$ cat src/rtl/alu_pipe.sv
// alu_pipe: two-stage pipelined ALU with valid/ready handshake and an
// accumulator that can replace operand A. Stage 1 holds the accepted request;
// stage 2 holds the computed result and flags that drive the outputs.
module alu_pipe #(
  parameter int WIDTH = 8,
  parameter int SHW   = $clog2(WIDTH)
) (
  input  logic             clk,
  input  logic             reset_n,
  input  logic             in_valid_i,
  output logic             in_ready_o,
  input  logic [WIDTH-1:0] a_i,
  input  logic [WIDTH-1:0] b_i,
  input  logic [2:0]       op_i,
  input  logic             acc_i,
  output logic             out_valid_o,
  input  logic             out_ready_i,
  output logic [WIDTH-1:0] alu_o,
  output logic [3:0]       flags_o
);

  typedef enum logic [2:0] {
    OP_ADD = 3'd0,
    OP_SUB = 3'd1,
    OP_SLL = 3'd2,
    OP_SRL = 3'd3,
    OP_AND = 3'd4,
    OP_OR  = 3'd5,
    OP_XOR = 3'd6,
    OP_SLT = 3'd7
  } op_e;

  // stage 1: registered request
  logic             s1_valid;
  logic [WIDTH-1:0] s1_a;
  logic [WIDTH-1:0] s1_b;
  op_e              s1_op;
  logic             s1_acc;

  // stage 2: registered result
  logic             s2_valid;
  logic [WIDTH-1:0] s2_res;
  logic [3:0]       s2_flags;

  logic [WIDTH-1:0] acc_q;

  logic             adv;

  // combinational compute of stage 1
  logic [WIDTH-1:0] op_a;
  logic [WIDTH:0]   sum_add;
  logic [WIDTH:0]   sum_sub;
  logic             shift_big;
  logic [WIDTH-1:0] res;
  logic             flag_n;
  logic             flag_z;
  logic             flag_c;
  logic             flag_v;

  // The whole pipe moves together; it only stalls when a result is waiting
  // and the consumer is not taking it.
  assign adv        = !s2_valid || out_ready_i;
  assign in_ready_o = adv;

  assign out_valid_o = s2_valid;
  assign alu_o       = s2_res;
  assign flags_o     = s2_flags;

  // Compute result and flags for the request held in stage 1.
  // acc_q is written on the same edge a result enters stage 2, so it already
  // holds the previous accepted result when the next request computes here;
  // no bypass path is needed for back-to-back accumulator use.
  always_comb begin
    op_a    = s1_acc ? acc_q : s1_a;
    sum_add = {1'b0, op_a} + {1'b0, s1_b};
    sum_sub = {1'b0, op_a} + {1'b0, ~s1_b} + {{WIDTH{1'b0}}, 1'b1};
    // Any amount >= WIDTH clears the result; the upper bits catch large
    // amounts, the compare catches non-power-of-two widths.
    shift_big = (|s1_b[WIDTH-1:SHW]) || (32'(s1_b[SHW-1:0]) >= WIDTH);
    res    = '0;
    flag_c = 1'b0;
    flag_v = 1'b0;
    case (s1_op)
      OP_ADD: begin
        res    = sum_add[WIDTH-1:0];
        flag_c = sum_add[WIDTH];
        flag_v = (op_a[WIDTH-1] == s1_b[WIDTH-1]) &&
                 (res[WIDTH-1] != op_a[WIDTH-1]);
      end
      OP_SUB: begin
        res    = sum_sub[WIDTH-1:0];
        flag_c = sum_sub[WIDTH];
        flag_v = (op_a[WIDTH-1] != s1_b[WIDTH-1]) &&
                 (res[WIDTH-1] != op_a[WIDTH-1]);
      end
      OP_SLL: res = shift_big ? '0 : (op_a << s1_b[SHW-1:0]);
      OP_SRL: res = shift_big ? '0 : (op_a >> s1_b[SHW-1:0]);
      OP_AND: res = op_a & s1_b;
      OP_OR:  res = op_a | s1_b;
      OP_XOR: res = op_a ^ s1_b;
      OP_SLT: res = {{(WIDTH-1){1'b0}}, ($signed(op_a) < $signed(s1_b))};
      default: res = '0;
    endcase
    flag_n = res[WIDTH-1];
    flag_z = (res == '0);
  end

  // Stage 1 register: captures the offered request whenever the pipe advances.
  always_ff @(posedge clk) begin
    if (!reset_n) begin
      s1_valid <= 1'b0;
      s1_a     <= '0;
      s1_b     <= '0;
      s1_op    <= OP_ADD;
      s1_acc   <= 1'b0;
    end else if (adv) begin
      s1_valid <= in_valid_i;
      s1_a     <= a_i;
      s1_b     <= b_i;
      s1_op    <= op_e'(op_i);
      s1_acc   <= acc_i;
    end
  end

  // Stage 2 register and accumulator: bubbles pass through without
  // touching acc_q.
  always_ff @(posedge clk) begin
    if (!reset_n) begin
      s2_valid <= 1'b0;
      s2_res   <= '0;
      s2_flags <= 4'b0000;
      acc_q    <= '0;
    end else if (adv) begin
      s2_valid <= s1_valid;
      s2_res   <= res;
      s2_flags <= {flag_n, flag_z, flag_c, flag_v};
      if (s1_valid) begin
        acc_q <= res;
      end
    end
  end

endmodule

$ cat config.mk
export PLATFORM = sky130hd
export DESIGN_NAME = alu_pipe
export DESIGN_NICKNAME = d
export VERILOG_FILES = /design/src/rtl/alu_pipe.sv
export SDC_FILE = /design/constraint.sdc
export NUM_CORES = 1
export LEC_CHECK = 0
export ABC_AREA = 1
export CAP_MARGIN = 40
export CORE_ASPECT_RATIO = 2
export CORE_MARGIN = 1
export CORE_UTILIZATION = 25
export DETAILED_ROUTE_END_ITERATION = 8
export HOLD_SLACK_MARGIN = 0.15
export PLACE_DENSITY_LB_ADDON = 0.08
export SLEW_MARGIN = 20
export SYNTH_ARGS = -nofsm -noshare
export SYNTH_HDL_FRONTEND = slang
export SYNTH_SLANG_ARGS = --single-unit
$ cat constraint.sdc
create_clock -name clk -period 2.25 [get_ports clk]
set_input_delay 0.3375 -clock clk [delete_from_list [all_inputs] [get_ports clk]]
set_output_delay 0.3375 -clock clk [all_outputs]
set_load 0.01 [all_outputs]
==> metrics.yaml <==
worstPathMaxFanout: 5
clkSlewWorstSetupHoldPaths_ns: 0.06
period_share_pct: 106.5
grt.overflow.total: 0
viasPerCell: 4.855
critPathLaunchType: "flip-flop"
die_x_um: 84.28
holdBufCountCts: 0
regArea_um2: 822.0
numCtsBuffers: 5
design.portCount: 38
syn-num-nets: 603
holdWs_ns: 0.4940
multi_input_area_mm2: 0.002700
rsz0062_at_grt: "yes"
clockBufferDepth: 2
post_drt_wl_per_cell_um: 16.99
setup_ws_ns: -0.1472
root_buffer: "clkbuf_16"
cp.required_ns: 2.47
fill_cells: 1417
finalHoldViolCount: 0
fmax_mhz: 417.2
area_growth_syn_to_layout_pct: 56.49
timing.max_cap.violations: 0
endpoint_kind: "flip-flop"
worst_slew_pin_slew_ns: 0.4489
avgSynthCellArea_um2: 6.165
layout.nets: 722
initial_core_util_pct: 25.76
cts_sinks: 41
synth_ff_type: "dfxtp_1"
synth_cell_type_count: 37
status: "finished with violations"
hpwlAfterDp_mm: 11.06
io_buffers: 37
h-tree-depth: 2
synth_area_leaders: "dfxtp_1 (24%), nand2_1 (18%), ha_1 (10%)"
violations: "negative setup slack"
grt_max_degree: 46
drtIter0Drc: 168
max-slew-margin-rel_pct: 69.99
cpPeakStageDelay_ns: 0.34
grtUsageTotal_pct: 20.24
power_leakage_nw: 2.506
crit_type: "flip-flop to flip-flop"
ys_async_sr_fraction_pct: 0
slew_viol_final: 0
first_global_vias: 4077
antenna_cells: 0
wl_mm: 13.95
hp-class: "flip-flop to flip-flop"
antenna_left: 0
crit_chain: "buf_6 -> buf_8 -> o21ai_4 -> inv_2 -> ha_4 -> inv_4 -> a21oi_4 -> inv_2 -> nand2_2 -> nand3_2 -> nor2_1 -> nor2_1 -> nand2_1 -> nand3_2 -> nand2_2 -> nand2_1 -> nor2_1 -> nand2_1 -> a21oi_2"
gp_congestion: 0.9242
setup_viol: 11
synth_edf_count: 0
synth-seq-area-share_pct: 24.25
fin_setup_tns_ns: -0.9054
cp.arrival_ns: 2.62
period_minus_slack_ns: 2.397
p_per_area_mw_per_mm2: 566.1
drive_gt1_share_pct: 33.33
first_pass_iters: 5
synth_warnings: 0
num_rows: 59
cp_slowest_cell: "dfxtp_2"
grt_pass1_wl_mm: 21.50
peakVddDrop_mv: 0.5960
synth_largest_area_cell: "dfxtp_1"
synthDominantCellAreaShare_pct: 24.25
cts_tree: "yes"
ys_ff_latch: 41
antenna_found_initial: 0
insertion_delay_ns: 0.29
coreArea_mm2: 0.01314
vias: 3986
fp.dieArea_mm2: 0.01404
drcViolationCount: 0
fp.dieH_um: 166.5
synth_area_mm2: 0.003384
synthCells: 549
fin_skew_ns: 0.005511
[cells by family after synthesis]
group           after synthesis  synth area share, %
xor+xnor                      5                1.294
compound gates              116                18.52
flops                        41                24.25
fa+ha+maj                    30                11.53
simple gates                257                32.50
buf+inv                     100                11.90
[sequential cells by signal, summed over array words and instances (netlist names)]
signal and flops:
acc_q 8, s1_op 3, s1_valid 1, out_valid_o 1, s1_b 8, s1_a 8
s1_acc 1, alu_o 8, flags_o 3
[synthesized netlist by cell type, types with 2 or more instances]
master / count
nand2_1: 158
inv_1: 74
a21oi_1: 53
o21ai_0: 45
dfxtp_1: 41
nand3_1: 41
nor2_1: 35
ha_1: 28
clkbuf_1: 12
inv_2: 7
nand4_1: 5
a211oi_1: 4
nand2_2: 4
nor2_2: 4
o211ai_1: 4
buf_2: 3
xor2_1: 3
a221oi_1: 2
fa_1: 2
nand2_4: 2
nand3_2: 2
nor3_1: 2
o21ai_1: 2
o22ai_1: 2
xnor2_1: 2
[cell usage in the layout, fill, tap and decap left out, drive strengths merged]
cell           Yosys  layout
xor2               3       3
a211oi             4       4
nand4              6       6
dfxtp             41      41
inv               81      81
and2               1       1
nor2              39      39
o21bai             1       1
xnor2              2       2
clkbuf            13       8
o21ai             48      48
a21oi             54      54
clkdlybuf4s50      0      37
nand3             43      43
nand3b             1       1
o22ai              2       2
o211ai             4       4
nor3               3       3
fa                 2       2
o2111a             1       1
ha                28      28
a221oi             2       2
buf                6      94
nand2            164     164
[report_power, final]
| part | switching, W | leakage (nW) | total, W | internal, W |
|---|---|---|---|---|
| Sequential | 0.0000410 | 0.340 | 0.000833 | 0.000792 |
| Combinational | 0.000788 | 2.10 | 0.00146 | 0.000669 |
| Clock | 0.000295 | 0.0652 | 0.000708 | 0.000413 |
[worst max-delay path: cells and delay by family (launching register included)]
family          cells  cell delay, ns
fa+ha+maj           1            0.32
simple gates       10            0.76
flops               1            0.34
compound gates      3            0.46
buf+inv             5            0.45
[final cells by class]
class,count,area share (%)
tap,152,3.591
multi-input combinational,408,50.98
timing repair buffer,131,21.40
clock buffer,8,2.575
sequential,41,15.52
inverter,81,5.930
[per-layer routing]
| metal | share of wire (%) | vias to the layer above | wire length, µm | GRT usage [%] |
|---|---|---|---|---|
| met5 | 0 | - | 0 | 0 |
| met4 | 7.6 | 0 | 1057 | 14.77 |
| met3 | 2.7 | 39 | 378 | 1.635 |
| met2 | 54 | 108 | 7486 | 38.45 |
| met1 | 36 | 1838 | 5024 | 20.04 |
| li1 | - | 2001 | - | - |
[path summary, 6_finish.rpt]
kind,start,endpoint,slack [ns],depth (start not counted)
max,s1_acc$_SDFFE_PN0N_,flags_o[2]$_SDFFE_PN0N_,-0.15,19
min,flags_o[2]$_SDFFE_PN0N_,flags_o[2]$_SDFFE_PN0N_,0.49,2
max reg2reg,s1_acc$_SDFFE_PN0N_,flags_o[2]$_SDFFE_PN0N_,-0.15,19
min reg2reg,flags_o[2]$_SDFFE_PN0N_,flags_o[2]$_SDFFE_PN0N_,0.49,2
[metrics by stage]
| step | setup WS (ns) | instance area, µm² | utilization (%) | cells | total power (W) |
|---|---|---|---|---|---|
| 6_report | -0.1472 | 5296 | 40.31 | 821 | 0.002998 |
| 5_1_grt | -0.2902 | 5296 | 40.31 | 821 | 0.003178 |
| 2_1_floorplan | 0.01279 | 3397 | - | 549 | 0.001435 |
| 4_1_cts | -0.1121 | 5087 | 38.72 | 818 | 0.002916 |
| 3_5_place_dp | -0.3623 | 4439 | 33.78 | 796 | 0.001971 |
| 3_3_place_gp | -0.3112 | 4439 | 33.78 | 796 | 0.001980 |
[timing repair]
item | in CTS | in global routing
endpoints found under the setup margin | 19 | 19
cloned | 1 | 0
setup buffers | 13 | 6
gates resized for setup | 98 | 49
pin swaps | 41 | 48
No activity file was read; power rests on OpenSTA's default activity.
